$ cat config.mk
export PLATFORM = sky130hd
export DESIGN_NAME = imem_loader
export DESIGN_NICKNAME = d
export VERILOG_FILES = /design/src/rtl/imem_loader.sv
export SDC_FILE = /design/constraint.sdc
export NUM_CORES = 1
export LEC_CHECK = 0
export CAP_MARGIN = 5
export CELL_PAD_IN_SITES_DETAIL_PLACEMENT = 1
export CELL_PAD_IN_SITES_GLOBAL_PLACEMENT = 1
export CORE_ASPECT_RATIO = 0.9
export CORE_MARGIN = 10
export CORE_UTILIZATION = 40
export CTS_BUF_LIST = sky130_fd_sc_hd__clkbuf_16
export DETAILED_ROUTE_END_ITERATION = 12
export GPL_TIMING_DRIVEN = 1
export HOLD_SLACK_MARGIN = 0.03
export PLACE_DENSITY_LB_ADDON = 0.1
export REMOVE_ABC_BUFFERS = 1
export SYNTH_ARGS = -nofsm -noshare
export SYNTH_HDL_FRONTEND = slang
export SYNTH_SLANG_ARGS = --single-unit
$ cat constraint.sdc
create_clock -name clk -period 3.3 [get_ports clk]
set_input_delay 0.495 -clock clk [delete_from_list [all_inputs] [get_ports clk]]
set_output_delay 0.495 -clock clk [all_outputs]
set_load 0.01 [all_outputs]
$ cat src/rtl/imem_loader.sv
// imem_loader: boot-time instruction memory loader.
// Accepts a length byte followed by big-endian 32-bit words over a byte
// valid/ready stream. Each word is written to instruction memory one cycle
// after its last byte arrives. The CPU is held in reset until a load completes.
// Optional feature macro: IMEM_LOADER_CHECKSUM_EN adds a trailing XOR checksum
// byte that must match all data bytes before the load counts as done.
module imem_loader #(
   parameter int DEPTH = 64
) (
   input  logic        clk,
   input  logic        reset,
   input  logic        start,
   input  logic [7:0]  in_data,
   input  logic        in_valid,
   output logic        in_ready,
   output logic        wr_en,
   output logic [31:0] wr_addr,
   output logic [31:0] wr_data,
   output logic        cpu_hold,
   output logic        done,
   output logic        error
);

   localparam int         IDX_W   = $clog2(DEPTH) + 1;
   localparam logic [8:0] DEPTH_L = 9'(DEPTH);

   typedef enum logic [2:0] {
      S_IDLE,
      S_LEN,
      S_DATA,
      S_CSUM,
      S_DONE,
      S_ERROR
   } state_t;

   state_t            state_q, state_d;
   logic [1:0]        byte_cnt_q, byte_cnt_d;
   logic [IDX_W-1:0]  word_idx_q, word_idx_d;
   logic [IDX_W-1:0]  len_q, len_d;
   logic [31:0]       asm_q, asm_d;
   logic              wr_en_q, wr_en_d;
   logic [31:0]       wr_addr_q, wr_addr_d;
   logic [31:0]       wr_data_q, wr_data_d;
`ifdef IMEM_LOADER_CHECKSUM_EN
   logic [7:0]        xor_q, xor_d;
`endif

   // State, assembly and write-port registers; reset discards any partial load.
   always_ff @(posedge clk or posedge reset) begin
      if (reset) begin
         state_q    <= S_IDLE;
         byte_cnt_q <= '0;
         word_idx_q <= '0;
         len_q      <= '0;
         asm_q      <= '0;
         wr_en_q    <= 1'b0;
         wr_addr_q  <= '0;
         wr_data_q  <= '0;
`ifdef IMEM_LOADER_CHECKSUM_EN
         xor_q      <= '0;
`endif
      end else begin
         state_q    <= state_d;
         byte_cnt_q <= byte_cnt_d;
         word_idx_q <= word_idx_d;
         len_q      <= len_d;
         asm_q      <= asm_d;
         wr_en_q    <= wr_en_d;
         wr_addr_q  <= wr_addr_d;
         wr_data_q  <= wr_data_d;
`ifdef IMEM_LOADER_CHECKSUM_EN
         xor_q      <= xor_d;
`endif
      end
   end

   // Next-state logic, byte assembly and status outputs decoded from state.
   always_comb begin
      state_d    = state_q;
      byte_cnt_d = byte_cnt_q;
      word_idx_d = word_idx_q;
      len_d      = len_q;
      asm_d      = asm_q;
      wr_en_d    = 1'b0;
      wr_addr_d  = wr_addr_q;
      wr_data_d  = wr_data_q;
`ifdef IMEM_LOADER_CHECKSUM_EN
      xor_d      = xor_q;
`endif
      in_ready   = 1'b0;
      cpu_hold   = 1'b1;
      done       = 1'b0;
      error      = 1'b0;

      case (state_q)
         S_IDLE: begin
            if (start) state_d = S_LEN;
         end
         S_LEN: begin
            in_ready = 1'b1;
            if (in_valid) begin
               if (in_data == 8'd0 || {1'b0, in_data} > DEPTH_L) begin
                  state_d = S_ERROR;
               end else begin
                  len_d      = IDX_W'(in_data);
                  word_idx_d = '0;
                  byte_cnt_d = '0;
`ifdef IMEM_LOADER_CHECKSUM_EN
                  xor_d      = '0;
`endif
                  state_d    = S_DATA;
               end
            end
         end
         S_DATA: begin
            in_ready = 1'b1;
            if (in_valid) begin
               byte_cnt_d = byte_cnt_q + 2'd1;
`ifdef IMEM_LOADER_CHECKSUM_EN
               xor_d      = xor_q ^ in_data;
`endif
               case (byte_cnt_q)
                  2'd0: asm_d[31:24] = in_data;
                  2'd1: asm_d[23:16] = in_data;
                  2'd2: asm_d[15:8]  = in_data;
                  default: begin
                     // Fourth byte: register the full word for next cycle's write.
                     wr_en_d    = 1'b1;
                     wr_addr_d  = 32'({word_idx_q, 2'b00});
                     wr_data_d  = {asm_q[31:8], in_data};
                     word_idx_d = word_idx_q + 1'b1;
                     if (word_idx_q == len_q - 1'b1) begin
`ifdef IMEM_LOADER_CHECKSUM_EN
                        state_d = S_CSUM;
`else
                        state_d = S_DONE;
`endif
                     end
                  end
               endcase
            end
         end
`ifdef IMEM_LOADER_CHECKSUM_EN
         S_CSUM: begin
            in_ready = 1'b1;
            if (in_valid) state_d = (in_data == xor_q) ? S_DONE : S_ERROR;
         end
`endif
         S_DONE: begin
            done     = 1'b1;
            cpu_hold = 1'b0;
            if (start) state_d = S_LEN;
         end
         S_ERROR: begin
            error = 1'b1;
            if (start) state_d = S_LEN;
         end
         default: state_d = S_IDLE;
      endcase
   end

   assign wr_en   = wr_en_q;
   assign wr_addr = wr_addr_q;
   assign wr_data = wr_data_q;

endmodule

======== Yosys cells after proc, flatten, opt, wreduce, memory -nomap -nowiden ========
Cells that the tools add are included.
operators by class
  add/subtract/negate cells ............... 3
  $mul .................................... 0
  div/mod/pow operators ................... 0
  $lt $le $gt $ge ......................... 1
  equal/unequal tests ..................... 13
  shift operators ......................... 0
  mux-type cells .......................... 23
  bitwise logic cells ..................... 2
  reductions and logical operators ........ 16
operator list
  operator               count
  $mux W7                4
  $mux W3                6
  $reduce_and A3 Y1      5
  $pmux W7 S2            1
  $ne A2 B2 Y1 const B   5
  $reduce_and A5 Y1      2
  $pmux W3 S3            1
  $gt A8 B7 Y1 const B   1
  $logic_not A8 Y1       1
  $add A7 B1 Y7 const B  1
  $eq A7 B7 Y1           1
  $mux W1                7
  $sub A7 B1 Y7 const B  1
  $eq A3 B3 Y1 const B   2
  $mux W2                3
  $reduce_or A3 Y1       2
  $pmux W2 S2            1
  $reduce_and A4 Y1      1
  $eq A3 B1 Y1 const B   1
  $eq A3 B2 Y1 const B   1
  $logic_not A3 Y1       1
  $add A2 B1 Y2 const B  1
  $eq A2 B1 Y1 const B   1
  $eq A2 B2 Y1 const B   1
  6 further kinds        7
word-level totals
  bits in registers ....................... 83
  latch bits .............................. 0
  RAM bits ................................ 0
  bits in read-only memories .............. 0
  output and inout bits ................... 69
  memories kept ........................... 0

======== Depth between registers and ports, before layout ========
  depth after elaboration ................. 6
  mapped depth ............................ 7

======== Worst setup path after synthesis ========
OpenSTA, ideal clock, no wires.
  path kind ............................... reg-to-reg
  from .................................... register len_q[0]
  to ...................................... register state_q[1]
  setup time .............................. 0.124 ns
  arrival ................................. 1.746 ns
  setup slack ............................. 1.430 ns
  stages on the path, launching flop included .. 6
  path buffers ............................ 0
  period minus slack after synthesis ...... 1.870 ns
  path through ............................ dfrtp_1 -> or4_1 -> or3_1 -> a211oi_1 -> a31oi_1 -> or2_1
on the way
  longest elaborated chain between the ends .. 4
ends and longest elaborated chain
  item                                RTL line  RTL
  from (decl)                         39        logic [IDX_W-1:0] len_q, len_d;
  from (signal assigned)              66        len_q <= len_d;
  $sub A7 B1 Y7                       132       if (word_idx_q == len_q - 1'b1) begin
  $eq A7 B7 Y1                        132
  $ne A2 B2 Y1 (no source line)       --
  $reduce_and A5 Y1 (no source line)  --
  to (signal assigned)                63        state_q <= state_d;
  to (decl)                           36        state_t state_q, state_d;
Every way passes these cells.
A chain may end at the register's enable or synchronous reset.

======== Worst setup path in the final report ========
  from .................................... register state_q[0]
  to ...................................... output done
on the way
  longest elaborated chain between the ends .. 2
ends and longest elaborated chain
  item          RTL line  RTL
  $eq A3 B3 Y1  95        case (state_q)
  $mux W1       95
  to (decl)     20        output logic done,
Every way passes these cells.

==> flow_metrics.env <==
export IMPL_drt_iter0_markers=133
export IMPL_post_dp_cell_area_um2=4360
export IMPL_synth_distinct_cells=41
export IMPL_drc=0
export IMPL_place_gp_congestion=0.746
export IMPL_die_area_um2=13600
export IMPL_cts_tree="built"
export IMPL_slew_headroom_pct=59.7
export IMPL_fillerInstances=946
export IMPL_busiest_layer="met2"
export IMPL_viasPerCell=4.81
export IMPL_initial_utilization_pct=40.9
export IMPL_hold_ws_ps=482
export IMPL_rr_startpoint="state_q[1]"
export IMPL_cts_resized=0
export IMPL_firstDrtPassIters=4
export IMPL_synth_warnings=0
export IMPL_areaGrowthSynthToFinish_pct=25.4
export IMPL_ant_nets=0
export IMPL_setup_viol=0
export IMPL_first_global_vias=2544
export IMPL_syn_avg_cell_area_um2=12.9
export IMPL_clockBufferDepth=2
export IMPL_crit_path_top_delay_cell="clkdlybuf4s50_1"
export IMPL_start_kind="register"
export IMPL_synth_seq_area_share_pct=55.7
export IMPL_path_cells="or3b_2 -> inv_1 -> clkdlybuf4s50_1"
export IMPL_hp_class="reg2reg"
export IMPL_ys_seq_elements=83
export IMPL_finalHoldViolCount=0
export IMPL_max_slew_worst_pin_slew_ps=603
export IMPL_routedWlPerCell_um=17.4
export IMPL_num_io_pins=81
export IMPL_cts_buffers=9
export IMPL_root_buffer="clkbuf_16"
export IMPL_endpoint_kind="primary output"
export IMPL_h_tree_depth=3
export IMPL_path_clk_slew_ps=60
export IMPL_synth_area_um2=3730
export IMPL_die_x_um=122
export IMPL_finish_utilization_pct=51.3
export IMPL_fin_skew_ps=7.04
export IMPL_track_usage_pct=12.5
export IMPL_synthCells=289
export IMPL_power_leakage_nw=2.27
export IMPL_outcome="finished, final reports clean"
export IMPL_grt_pass1_wl_mm=13.7
export IMPL_port_buffers=55
export IMPL_maxCapViolCount=0
export IMPL_use_met3_pct=5.45
export IMPL_crit_type="reg2out"
export IMPL_slew_viol_final=0
export IMPL_vias=2292
export IMPL_min_period_ps=2420
export IMPL_grt_use_met1_pct=16.3
export IMPL_final_area_um2=4680
export IMPL_hpwl_mm=5.70
export IMPL_fin_crit_sh_pct=73.2
export IMPL_crit_path_max_fanout=9
export IMPL_antenna_found_initial=0
export IMPL_tns_ps=0
export IMPL_rsz0062_at_grt="false"
export IMPL_startpoint="state_q[0]"
export IMPL_clk_latency_ps=340
export IMPL_drive_above_1_share_pct=7.32
export IMPL_cp_top_family="buffers and inverters"
export IMPL_drt_total_wl_mm=8.28
export IMPL_die_h_um=112
export IMPL_arrival_ps=1920
export IMPL_core_um2=9130
export IMPL_worstPathRequired_ps=2800
export IMPL_power_density_nw_per_um2=627
export IMPL_cts_setup_buffers=0
export IMPL_layout_nets=368
export IMPL_hold_buffers=0
export IMPL_cts_num_sinks=83
export IMPL_worstHoldStart="wr_data[22]"
export IMPL_gr_usage_met2_pct=18.7
export IMPL_fmax_mhz=414
export IMPL_ir_worst_vdd_uv=306
export IMPL_max_stage_delay_ps=530
export IMPL_grt_overflow=0
export IMPL_worst_path_buf_inv=2
export IMPL_rows=33
export IMPL_antenna_cells=0
export IMPL_grt_start_max_net_pins=84
-- routing by layer --
metal / vias up / wire (um)
li1: 1068 / -
met1: 1156 / 3860
met2: 60 / 3730
met3: 8 / 600
met4: 0 / 85
met5: - / 0
-- cell families (layout without fill, tap and decap cells) --
family                     Yosys count  count (layout)  synth area share (%)
DFF                                 83              83                  55.7
muxes                               66              66                  19.9
and+or+nand+nor                     54              54                  7.68
buffers and inverters               44              86                  7.35
AOI/OAI and AO/OA                   20              20                  3.76
xor gates and xnor gates            15              15                  3.52
adders and majority gates            6               6                  2.01
other                                1              25                 0.101
-- worst register-to-register path, stage by stage, from the launching register on --
cell	delay, ps
dfrtp_1	490
nor3b_1	230
buf_4	160
and3_2	550
buf_12	260
mux2_1	350
-- where the power goes --
group	internal, W	switching (W)	total [W]	leakage (nW)
logic	0.000278	0.000241	0.000519	0.991
clock network	0.000668	0.000426	0.00109	0.154
registers	0.00118	0.000142	0.00132	1.12
-- through the flow --
step,instances,power (W),worst slack (ps)
final,477,0.00293,885
after global routing,477,0.00310,781
after detailed placement,461,0.00186,643
after CTS,477,0.00297,864
after global placement,461,0.00184,681
after floorplan,278,0.00166,668
-- area by class of cell --
class                   count  area [um2]  share of cell area [%]
well taps                 122         153                    3.26
flip-flops and latches     83        2080                    44.4
multi-input cells         186        1470                    31.4
clock inverters             7        97.6                    2.09
inverters                   9        35.0                   0.749
clock buffers               9         225                    4.81
repair buffers             61         621                    13.3
-- synth_stat cells --
master	instances	area, um2
dfrtp_1	83	2080
mux2_1	64	721
buf_4	27	203
nand2_1	16	60.1
nor2_1	12	45.0
xnor2_1	10	87.6
inv_1	9	33.8
buf_2	6	30.0
ha_1	6	75.1
o21ai_1	5	25.0
xor2_1	5	43.8
a21oi_1	4	20.0
nand3_1	3	15.0
nor3b_1	3	22.5
o21ai_0	3	15.0
and3_1	2	12.5
clkbuf_1	2	7.51
nand2b_1	2	12.5
nand4_1	2	12.5
nor3_1	2	10.0
nor4bb_1	2	20.0
or3_1	2	12.5
a211oi_1	1	7.51
a221o_1	1	10.0
a22o_1	1	8.76
a31oi_1	1	6.26
and3b_1	1	8.76
and4bb_1	1	12.5
conb_1	1	3.75
mux2_2	1	11.3
mux2i_1	1	10.0
nand3b_1	1	7.51
nor4_1	1	6.26
o211a_1	1	10.0
o31ai_1	1	7.51
o31ai_4	1	21.3
o32ai_1	1	8.76
or2_0	1	6.26
or2_1	1	6.26
or3b_2	1	8.76
or4_1	1	7.51
-- registers in the layout (all words and copies together), names as in the netlist --
name and flops:
state_q 3, wr_en 1, byte_cnt_q 2, word_idx_q 7
wr_addr 7, asm_q 24, len_q 7, wr_data 32
-- cells in the final DEF, fill, tap and decap left out, drive strengths merged, types with 2 or more instances in the layout --
cell type and n:
nand2 16, o21ai 8, xnor2 10, nand2b 2
nand4 2, or3 2, nor3 2, inv 11
and3 2, mux2 65, nand3 3, nor3b 3
bufinv 2, nor4bb 2, xor2 5, a21oi 4
nor2 12, dfrtp 83, clkdlybuf4s50 55, buf 6
or2 2, clkinv 2, o31ai 2, conb 25
ha 6, clkbuf 9
-- worst paths after layout --
path / end / slack [ps] / cells past startpoint
worst max-delay path: done / 880 / 3
worst min-delay path: wr_data[22] / 480 / 1
worst max register to register: wr_data[6] / 1130 / 5
worst min register to register: wr_data[22] / 480 / 1
max in group asynchronous: asm_q[14] / 2370 / 3
min in group asynchronous: wr_addr[7] / 550 / 3
Power figures use the tool's default switching activity.
==> patch 1: new RTL, same flow settings <==
Encoding of `state_t`: now one-hot (6 bits for 6 states).
--- a/src/rtl/imem_loader.sv
+++ b/src/rtl/imem_loader.sv
@@ -24,13 +24,13 @@
    localparam int         IDX_W   = $clog2(DEPTH) + 1;
    localparam logic [8:0] DEPTH_L = 9'(DEPTH);
 
-   typedef enum logic [2:0] {
-      S_IDLE,
-      S_LEN,
-      S_DATA,
-      S_CSUM,
-      S_DONE,
-      S_ERROR
+   typedef enum logic [5:0] {
+      S_IDLE  = 6'b000001,
+      S_LEN   = 6'b000010,
+      S_DATA  = 6'b000100,
+      S_CSUM  = 6'b001000,
+      S_DONE  = 6'b010000,
+      S_ERROR = 6'b100000
    } state_t;
 
    state_t            state_q, state_d;
Function: same outputs for any inputs over 10 cycles, from zero or initial values and one cycle with reset high; not proved beyond that.
==> patch 1 against the original RTL <==
Global-route usage grew 1.6 points; power shrank 8.6%; sequential share of layout area shrank 1.0 points; critical path depth grew 3; sequential power shrank 8%; cell area grew 4.9%; setup slack lost 270 ps; core utilization shrank 0.45 points; critical path type is now register to register; sequential cell count grew 2; area after synthesis grew 5.9%; wire length grew 18%; register-to-register slack lost 520 ps.
==> patch 1: results <==
[drt]
wl_met2_um = 4790
vias = 2708
iteration_0_drc_count_of_the_detailed_router = 149
met3_wirelength_um = 640
wl_met1_um = 4230
totalWireLength_um = 9760

[cells_and_area]
seqAreaFraction_pct = 43.4
multi_input_gate_share_of_the_layout_cell_area_pct = 33.5
nonClockBufferCount = 64
nonClockInverterCount = 11
insertedDiodeCount = 0
layout.filler_cells = 1035
multiInputCombCellCount = 237
bufAreaShareNonClock_pct = 12.9
layout-drive-gt1-share_pct = 21.1
nNetsFinal = 426

[global_route]
first_global_vias = 3044
met1_usage_in_global_routing_pct = 16.3
grt_pass1_wl_um = 16200
largest_net_degree_at_the_start_of_global_routing = 50
grt_util_met2_pct = 24.2
grt_overall_usage_pct = 14.1
globalRouteMet3Util_pct = 4.91

[setup_path]
slowest_stage = inv_1
r2r_start = state_q[4]$_DFFE_PP0P_
max_stage_delay_ps = 570
critical_path.reg2reg.endpoint = wr_data[1]$_DFFE_PP0P_
timing.critical_path.fanout_max = 14
critical_path.top_delay_family = simple AND/OR/NAND/NOR gates
timing.reg2reg.setup_slack_ps = 610
worst_ep_arrival_time_ps = 2970
r2r.worst_path.cells = 6

[power]
p_comb_w = 0.000430
power.static_leakage_nw = 2.36
pwr.group.clock_w = 0.00104
irDropWorstVdd_uv = 259
power.internal_w = 0.00191

[place]
port_buf_inserts = 55
worst_setup_slack_after_placement_ps = 314
dpl-instance-area_mm2 = 0.00460
post-dp-hpwl_um = 7010
routabilityCongestion = 0.772

[min_path]
hold-path-cell-count = 2
holdCritStartpoint = wr_addr[5]$_DFFE_PP0P_
holdPathEnd = wr_addr[5]$_DFFE_PP0P_

[synth]
synthTopCellsByArea = dfrtp_1 (53%), mux2_2 (16%), nand2_1 (5.0%), buf_4 (4.7%), xnor2_1 (2.4%)
yosysSeqAreaShare_pct = 53.9
post_synth_num_cell_types = 49

[timing]
finClkSkew_ps = 10.8
timing_worst_slew_pin_value_ps = 893

[clock_tree]
clock_sinks = 85

[floorplanning]
core_mm2 = 0.00966

[run_status]
outcome = finished clean
==> patch 1: cell count changes after synthesis, moves of 3 or more <==
cell | before | now
mux2_2 | 1 | 55
buf_2 | 6 | 3
mux2_1 | 64 | 0
o21ai_1 | 5 | 1
o21ai_0 | 3 | 10
nand2_1 | 16 | 53
nor3_1 | 2 | 5
nor3b_1 | 3 | 0
nand3_1 | 3 | 10
==> patch 1: worst max path at each step <==
stage / from / endpoint / slack (ps) / cells after the start
2_1_floorplan: state_q[4]$_DFFE_PP0P_ / wr_addr[2]$_DFFE_PP0P_ / 440 / 6
3_3_place_gp: in_data[0] / word_idx_q[1]$_DFFE_PP0P_ / 360 / 7
3_5_place_dp: in_data[0] / word_idx_q[1]$_DFFE_PP0P_ / 310 / 7
4_1_cts: state_q[4]$_DFFE_PP0P_ / wr_data[1]$_DFFE_PP0P_ / 540 / 6
5_1_grt: state_q[4]$_DFFE_PP0P_ / wr_data[1]$_DFFE_PP0P_ / 360 / 6
6_report: state_q[4]$_DFFE_PP0P_ / wr_data[1]$_DFFE_PP0P_ / 610 / 6
==> patch 1: kinds of logic after synthesis <==
logic type | Yosys count | synth area share, %
buffers and inverters | 45 | 6.93
AO/OA/AOI/OAI | 33 | 5.54
multiplexers | 56 | 15.9
XOR/XNOR | 15 | 3.32
adder cells (fa/ha/maj) | 6 | 1.90
AND/OR/NAND/NOR | 102 | 12.4
flip-flops | 85 | 53.9
other | 1 | 0.0949
==> patch 1: through the flow <==
stage                     power [W]  hold slack, ps  instances  util (%)
final                       0.00268             472        539      50.8
after CTS                   0.00271             479        539      50.8
after floorplan             0.00152             475        333         -
after global routing        0.00282             493        539      50.8
after detailed placement    0.00166             463        523      47.7
after global placement      0.00163             457        523      47.7
==> patch 2: new RTL, same flow settings <==
Made on the original files. Set the parameter `DEPTH` to 32 (it was 64).
--- a/src/rtl/imem_loader.sv
+++ b/src/rtl/imem_loader.sv
@@ -5,7 +5,7 @@
 // Optional feature macro: IMEM_LOADER_CHECKSUM_EN adds a trailing XOR checksum
 // byte that must match all data bytes before the load counts as done.
 module imem_loader #(
-   parameter int DEPTH = 64
+   parameter int DEPTH = 32
 ) (
    input  logic        clk,
    input  logic        reset,
Behaviour: not the same (Yosys sat finds a counterexample within 4 cycles, from zero or initial values and one cycle with reset high).
==> patch 2 against the original RTL <==
Sequential cell count is 3 lower; via count is 4.2% lower; area after synthesis is 1.7% lower; clock power is 5% lower; first-iteration DRC count is 36% lower; power is 13% lower; sequential power is 14% lower; cell area is 2.9% lower; setup slack better by 35 ps; wire length is 2.7% lower; register-to-register slack better by 120 ps; critical path type unchanged; critical endpoint is now in_ready.
==> patch 2: results <==
[run_status]
outcome = finished clean

[global_route]
globalRouteMet3Util_pct = 4.94
grt_pass1_wl_um = 13500
met1_usage_in_global_routing_pct = 15.9
grt_overall_usage_pct = 12.5

[power]
power_w = 0.00256
power.static_leakage_nw = 2.19
irDropWorstVdd_uv = 268

[synth]
netlist_top_cells_count = dfrtp_1 (80), mux2_2 (62), buf_4 (30), nand2_1 (12), inv_1 (10)
postSynthCellCount = 276
post_synth_num_cell_types = 48
yosysSeqAreaShare_pct = 54.6

[place]
routabilityCongestion = 0.741
worst_setup_slack_after_placement_ps = 651
placed_cells = 447
dpl-instance-area_mm2 = 0.00423

[setup_path]
r2r_start = state_q[0]$_DFFE_PP0P_
worst_ep_arrival_time_ps = 1890
cp-startpoint = state_q[1]$_DFFE_PP0P_

[drt]
wl_met1_um = 3680
iteration_0_drc_count_of_the_detailed_router = 85
route.detailed.vias_per_inst = 4.74
met3_wirelength_um = 585
detail_route.wl_per_cell_um = 17.4

[min_path]
holdCritStartpoint = asm_q[28]$_DFFE_PP0P_
hold-path-cell-count = 2

[cells_and_area]
nNetsFinal = 354
layout-drive-gt1-share_pct = 27.0

[timing]
timing_worst_slew_pin_value_ps = 595
finClkSkew_ps = 4.92
## patch 2: logic make-up (layout without fill, tap and decap cells)
group / Yosys count / in the layout / share of synthesized area [%]
AO/OA/AOI/OAI: 21 / 21 / 4.78
XOR/XNOR: 11 / 11 / 2.63
adder cells (fa/ha/maj): 6 / 6 / 2.05
buffers and inverters: 44 / 84 / 7.99
flip-flops: 80 / 80 / 54.6
multiplexers: 66 / 66 / 20.3
other: 1 / 26 / 0.102
AND/OR/NAND/NOR: 47 / 47 / 7.54
## patch 2: area by class of cell
type	count	area (µm²)
tap	122	153
timing repair buffer	58	571
sequential	80	2000
multi-input combinational	177	1470
clock inverter	7	86.3
fill	939	4500
clock buffer	9	225
inverter	10	38.8
## patch 2: how the worst max path moves through the flow
stage / endpoint / slack, ps / depth (start not counted)
6_report: in_ready / 920 / 4
5_1_grt: in_ready / 850 / 4
4_1_cts: in_ready / 920 / 4
3_5_place_dp: len_q[3]$_DFFE_PP0P_ / 650 / 5
3_3_place_gp: len_q[2]$_DFFE_PP0P_ / 700 / 5
2_1_floorplan: asm_q[10]$_DFFE_PP0P_ / 750 / 1
## patch 2: worst max-delay path, delay by kind of cell, from the launching register on
kind / cells / cell delay [ps]
AOI/OAI and AO/OA: 1 / 240
buffers and inverters: 2 / 780
DFF: 1 / 430
and+or+nand+nor: 1 / 110
## patch 2: power groups by stage
stage / sequential [W] / clock, W / combinational, W
final: 0.00113 / 0.00104 / 0.000385
after detailed placement: 0.00115 / 0 / 0.000387
after CTS: 0.00113 / 0.00107 / 0.000390
after global routing: 0.00114 / 0.00111 / 0.000442
after floorplan: 0.00112 / 0 / 0.000271
after global placement: 0.00114 / 0 / 0.000375
